$ cat src/rtl/rv_alu_pkg.sv
`default_nettype none
// ============================================================================
//  Module      : rv_alu_pkg
//  Description : Shared ALU op encoding and op-legality helper for the
//                arbitrated ALU block.
//  Revision    : 1.0 - initial release
// ============================================================================
package rv_alu_pkg;

  localparam int c_op_w = 4;

  typedef enum logic [3:0] {
    ALU_AND = 4'b0000,
    ALU_OR  = 4'b0001,
    ALU_ADD = 4'b0010,
    ALU_SUB = 4'b0110,
    ALU_SLT = 4'b0111,
    ALU_NOR = 4'b1100
  } alu_op_e;

  // True for the six implemented op codes; anything else is flagged as an error
  function automatic logic is_legal_op(input logic [c_op_w-1:0] op);
    logic legal;
    case (op)
      ALU_AND, ALU_OR, ALU_ADD, ALU_SUB, ALU_SLT, ALU_NOR: legal = 1'b1;
      default:                                             legal = 1'b0;
    endcase
    return legal;
  endfunction

endpackage
`default_nettype wire

$ cat src/rtl/rv_alu_core.sv
`default_nettype none
// ============================================================================
//  Module      : rv_alu_core
//  Description : Purely combinational ALU. Illegal op codes produce zero so
//                the result is always a defined value.
//  Revision    : 1.0 - initial release
// ============================================================================
module rv_alu_core
  import rv_alu_pkg::*;
#(
  parameter int DW = 32
) (
  input  logic [DW-1:0]     in1,
  input  logic [DW-1:0]     in2,
  input  logic [c_op_w-1:0] op,
  output logic [DW-1:0]     out,
  output logic              zflag
);

  logic [DW-1:0] w_res;

  // Op decode; SLT is an unsigned compare returned in the LSB
  always_comb begin
    w_res = '0;
    case (op)
      ALU_AND: w_res = in1 & in2;
      ALU_OR:  w_res = in1 | in2;
      ALU_ADD: w_res = in1 + in2;
      ALU_SUB: w_res = in1 - in2;
      ALU_SLT: w_res = {{(DW-1){1'b0}}, (in1 < in2)};
      ALU_NOR: w_res = ~(in1 | in2);
      default: w_res = '0;
    endcase
  end

  assign out   = w_res;
  assign zflag = (w_res == '0);

endmodule
`default_nettype wire

$ cat src/rtl/rv_alu_arb.sv
`default_nettype none
// ============================================================================
//  Module      : rv_alu_arb
//  Description : Round-robin arbiter sharing one ALU among NREQ requesters,
//                with a single-entry response register that supports
//                zero-bubble pass-through when the consumer is ready.
//  Revision    : 1.0 - initial release
// ============================================================================
module rv_alu_arb
  import rv_alu_pkg::*;
#(
  parameter int DW   = 32,
  parameter int NREQ = 2
) (
  input  logic                          clk,
  input  logic                          rst_n,
  input  logic [NREQ-1:0]               req_valid,
  output logic [NREQ-1:0]               req_ready,
  input  logic [NREQ-1:0][DW-1:0]       req_in1,
  input  logic [NREQ-1:0][DW-1:0]       req_in2,
  input  logic [NREQ-1:0][c_op_w-1:0]   req_op,
  output logic                          rsp_valid,
  input  logic                          rsp_ready,
  output logic [$clog2(NREQ)-1:0]       rsp_id,
  output logic [DW-1:0]                 rsp_out,
  output logic                          rsp_zflag,
  output logic                          rsp_err
);

  localparam int c_idw = $clog2(NREQ);

  typedef enum logic [0:0] {
    ST_EMPTY = 1'b0,
    ST_FULL  = 1'b1
  } state_e;

  state_e              r_state;
  logic [c_idw-1:0]    r_rr_ptr;
  logic [c_idw-1:0]    r_rsp_id;
  logic [DW-1:0]       r_rsp_out;
  logic                r_rsp_zflag;
  logic                r_rsp_err;

  logic                w_gnt_any;
  logic [c_idw-1:0]    w_gnt_idx;
  logic                w_can_accept;
  logic                w_accept;
  logic [c_idw-1:0]    w_next_ptr;
  logic [DW-1:0]       w_sel_in1;
  logic [DW-1:0]       w_sel_in2;
  logic [c_op_w-1:0]   w_sel_op;
  logic [DW-1:0]       w_alu_out;
  logic                w_alu_zflag;

  // Index arithmetic modulo NREQ (operands are always below NREQ)
  function automatic int wrap_add(input int a, input int b);
    int s;
    s = a + b;
    if (s >= NREQ) s = s - NREQ;
    return s;
  endfunction

  // Search from rr_ptr upward with wrap; walking offsets high-to-low lets the
  // nearest valid requester overwrite any farther one
  always_comb begin
    w_gnt_any = 1'b0;
    w_gnt_idx = '0;
    for (int off = NREQ - 1; off >= 0; off--) begin
      if (req_valid[c_idw'(wrap_add(int'(r_rr_ptr), off))]) begin
        w_gnt_any = 1'b1;
        w_gnt_idx = c_idw'(wrap_add(int'(r_rr_ptr), off));
      end
    end
  end

  // A slot is available when empty, or when the held result leaves this cycle
  assign w_can_accept = (r_state == ST_EMPTY) || rsp_ready;
  assign w_accept     = w_can_accept && w_gnt_any;
  assign w_next_ptr   = (w_gnt_idx == c_idw'(NREQ - 1)) ? '0 : (w_gnt_idx + c_idw'(1));

  // One-hot ready to the granted requester, forced low while reset is held
  always_comb begin
    req_ready = '0;
    if (w_accept && rst_n) req_ready[w_gnt_idx] = 1'b1;
  end

  // Only the granted requester's operands reach the ALU
  assign w_sel_in1 = req_in1[w_gnt_idx];
  assign w_sel_in2 = req_in2[w_gnt_idx];
  assign w_sel_op  = req_op[w_gnt_idx];

  rv_alu_core #(
    .DW (DW)
  ) u_core (
    .in1   (w_sel_in1),
    .in2   (w_sel_in2),
    .op    (w_sel_op),
    .out   (w_alu_out),
    .zflag (w_alu_zflag)
  );

  // Response FSM: load on grant, drain to EMPTY when consumed with nothing new
  always_ff @(posedge clk or negedge rst_n) begin
    if (!rst_n) begin
      r_state     <= ST_EMPTY;
      r_rr_ptr    <= '0;
      r_rsp_id    <= '0;
      r_rsp_out   <= '0;
      r_rsp_zflag <= 1'b0;
      r_rsp_err   <= 1'b0;
    end else if (w_accept) begin
      r_state     <= ST_FULL;
      r_rr_ptr    <= w_next_ptr;
      r_rsp_id    <= w_gnt_idx;
      r_rsp_out   <= w_alu_out;
      r_rsp_zflag <= w_alu_zflag;
      r_rsp_err   <= ~is_legal_op(w_sel_op);
    end else if ((r_state == ST_FULL) && rsp_ready) begin
      r_state     <= ST_EMPTY;
    end
  end

  assign rsp_valid = (r_state == ST_FULL);
  assign rsp_id    = r_rsp_id;
  assign rsp_out   = r_rsp_out;
  assign rsp_zflag = r_rsp_zflag;
  assign rsp_err   = r_rsp_err;

endmodule
`default_nettype wire

$ cat config.mk
export PLATFORM = sky130hd
export DESIGN_NAME = rv_alu_arb
export DESIGN_NICKNAME = d
export VERILOG_FILES = /design/src/rtl/rv_alu_pkg.sv /design/src/rtl/rv_alu_core.sv /design/src/rtl/rv_alu_arb.sv
export SDC_FILE = /design/constraint.sdc
export NUM_CORES = 1
export LEC_CHECK = 0
export BUFFER_PORTS_ARGS = -buffer_cell sky130_fd_sc_hd__buf_4
export CAP_MARGIN = 20
export CORE_MARGIN = 3
export CORE_UTILIZATION = 60
export CTS_CLUSTER_SIZE = 25
export DETAILED_ROUTE_END_ITERATION = 10
export GPL_TIMING_DRIVEN = 1
export PLACE_DENSITY = 0.91
export SYNTH_ARGS = -nofsm -noshare
export SYNTH_HDL_FRONTEND = slang
export SYNTH_SLANG_ARGS = --single-unit
$ cat constraint.sdc
create_clock -name clk -period 10.8 [get_ports clk]
set_clock_uncertainty 0.05 [all_clocks]
set_input_delay 0.54 -clock clk [delete_from_list [all_inputs] [get_ports clk]]
set_output_delay 0.54 -clock clk [all_outputs]
set_load 0.05 [all_outputs]
==> flow_summary.toml <==
[floorplan]
fp.dieH_um = 123.5
initial_utilization = 0.6187
design.die.area_um2 = 15260
dieWidth_um = 123.5
ios = 179
rows = 42
core_area_um2 = 13400

[timing]
max_slew_margin = 0.3201
finalSetupViolations = 0
worst_hold_slack_ns = 0.1671
worst_slew_pin_slew_ns = 1.015
min_period_ns = 6.008
setup_ws_ns = 4.792
fmax_mhz = 166.4
finalCritPeriodShare = 0.5563
hold_violations = 0
slew_viol_final = 0
tns_ns = 0
rsz0062_at_grt = "false"

[routing]
num_vias = 10280
drc = 0
avgRoutedWirePerCell_um = 20.98
via_per_inst = 6.842
met3WireLength_um = 4068
final_antenna_net_count = 0
wl_met1_um = 12000
drt-total-wl_um = 31520
drt_first_pass_iters = 6
met2_length_um = 13910
highest_layer = "met4"
dr.first_iter.drc_count = 1537

[placement]
gp_congestion = 1.050
dp.cells = 1495
io_buffer_count = 177
dp_hpwl_um = 24220
dp_slack_ns = 4.939

[worst_setup_path]
path_cells = "buf_4, nand2_4, mux2i_1, ha_1, inv_1, fa_1, a21oi_1, o2111ai_1, nand3_1, a2bb2oi_1, a311oi_1, o21ai_0, nand4_1, or4_1, nor4_1, a32o_1"
reg2reg_from = "r_rr_ptr$_DFFE_PN0P_"
path_buf_inv = 2
cp_top_family = "compound AO/OA/AOI/OAI gates"
rrSetupSlack_ns = 4.79
slowest_stage = "nand2_4"
r2r-end = "rsp_zflag$_DFFE_PN0P_"
end_kind = "flip-flop"
max_stage_delay_ns = 0.77
worstRegToRegCells = 16
cp.depth = 16
worstSetupPathType = "reg -> reg"
start_kind = "flip-flop"
cp-startpoint = "r_rr_ptr$_DFFE_PN0P_"
cp_max_fo = 71
arrival_ns = 6.18
cp_data_required_time_ns = 10.97
crit_end = "rsp_zflag$_DFFE_PN0P_"

[finish]
antennaDiodeCount = 0
final_layout_size_suffix_gt1_frac = 0.1697
area_growth_pct = 17.63
multiInputGateArea_um2 = 6699
seq_area_um2 = 925.9
finalCoreUtilization = 0.7277
fill_cells = 1157
fin_cells = 1502
nets = 1560

[pwr]
power_leakage_nw = 4.785
clkPwrFrac = 0.067
switchingPower_mw = 1.269
combinationalPowerShare = 0.830
power.density_nw_per_um2 = 218.3
peakVddDrop_mv = 0.2405
p_int_mw = 0.8592
p_sw_frac = 0.5963
power_frac_seq = 0.102

[synthesis]
synth_async_sr_flop_share = 1.000
postSynthNetCount = 1435
synth_seq_cells = 37
syn_area_per_cell_um2 = 6.903
yosys-top-cells-area = "ha_1 14%, dfrtp_1 11%, nand2_1 9.2%"
ys_seq_area_frac = 0.1117
yosys.area.top_type_share = 0.1373
yosysMostFrequentCell = "nand2_1"
netlist.top_cell.by_area = "ha_1"
synthTopCellsByCount = "204 x nand2_1, 97 x inv_1, 91 x ha_1, 86 x nor2_1"
synth_edf_count = 0
synthCells = 1201
synth_area_um2 = 8290
yosysUniqueCellTypes = 88
synth_top_flop_cell = "dfrtp_1"
yosysWarnings = 0

[global_route]
grt_usage = 0.3986
grt_max_degree = 72
gr-total-overflow = 0
grt_first_pass_wirelength_um = 48150
grt_pass1_vias = 9446
antenna_found_initial = 0

[flow_run]
drv_cap = 0

[cts]
cts_setup_buffers = 0
clock_path_buffers = 2
clk-insertion-delay-late_ns = 0.28
post_cts_resized = 0
clock-root-buffer = "clkbuf_16"
hold_buffers = 0
clock_sinks = 37
cts_made_buffers = 5
h-tree-depth = 2
clk_pin_slew_worst_paths_ns = 0.06
cts_tree = "built"

[outcome]
outcome = "complete, no violations"

[hold_path]
min_path_type = "in -> async"
## routing by layer
layer  track usage  vias to the layer above
met5             0                        -
met4        0.1709                        0
met3        0.1107                      149
met2        0.6249                      768
met1        0.5134                     4681
li1              -                     4679
## metrics by stage
step                power, mW  cell area [um2]
floorplan               1.442             8290
global placement        1.883             9605
detailed placement      1.913             9605
CTS                     2.069             9752
global route            2.267             9752
finish                  2.128             9752
## placed cells by master, fill, tap and decap left out, types with 10 or more instances in the layout
master / netlist / routed
o31ai_1: 15 / 15
a31oi_1: 13 / 13
and2_1: 10 / 10
inv_1: 97 / 97
a211oi_1: 10 / 10
a21oi_1: 68 / 68
buf_4: 2 / 186
mux2i_1: 42 / 42
o221ai_1: 12 / 12
o21ai_0: 68 / 68
nand4_1: 18 / 18
a221oi_1: 18 / 18
nand2b_1: 16 / 16
dfrtp_1: 37 / 37
ha_1: 91 / 91
nand3_1: 25 / 25
nor3_1: 27 / 27
a21o_1: 17 / 17
nor2_1: 86 / 86
nand2_1: 204 / 204
a211o_1: 10 / 10
a22oi_1: 13 / 13
a221o_1: 13 / 13
o21a_1: 11 / 11
o211ai_1: 24 / 24
## how the worst min path moves through the flow
stage | slack, ns | start | to | depth (start not counted)
global route | 0.21 | rst_n | rsp_out[5]$_DFFE_PN0P_ | 1
global placement | 0.41 | rsp_out[28]$_DFFE_PN0P_ | rsp_out[28]$_DFFE_PN0P_ | 2
floorplan | 0.19 | rst_n | r_rr_ptr$_DFFE_PN0P_ | 0
finish | 0.17 | rst_n | rsp_out[12]$_DFFE_PN0P_ | 1
CTS | 0.18 | rst_n | rsp_out[29]$_DFFE_PN0P_ | 1
detailed placement | 0.41 | rsp_out[28]$_DFFE_PN0P_ | rsp_out[28]$_DFFE_PN0P_ | 2
## logic make-up (layout without fill, tap and decap cells)
logic type,Yosys count,after routing,synth area share
mux,45,45,0.05478
xor+xnor,4,4,0.004227
compound gates,398,398,0.3450
simple gates,459,459,0.2597
fa+ha+maj,93,93,0.1422
buf+inv,165,290,0.08240
flops,37,37,0.1117
## flip-flops by register name, summed over array words and instances (netlist names)
signal and count:
rsp_out 32, r_rr_ptr 1, rsp_err 1, rsp_id 1, rsp_valid 1, rsp_zflag 1
## final cells by class
type / instances / area share
flip-flops and latches: 37 / 0.09494
clock inverters: 1 / 0.0007698
repair buffers: 186 / 0.1432
multi-input cells: 999 / 0.6869
well taps: 176 / 0.02258
inverters: 97 / 0.03734
clock buffers: 6 / 0.01424
## power groups by stage
stage / clock (mW) / sequential, mW / combinational (mW)
floorplan: 0 / 0.369 / 1.07
global placement: 0 / 0.215 / 1.67
detailed placement: 0 / 0.217 / 1.70
CTS: 0.143 / 0.217 / 1.71
global route: 0.148 / 0.221 / 1.90
finish: 0.143 / 0.218 / 1.77
No activity file was read; power rests on OpenSTA's default activity.
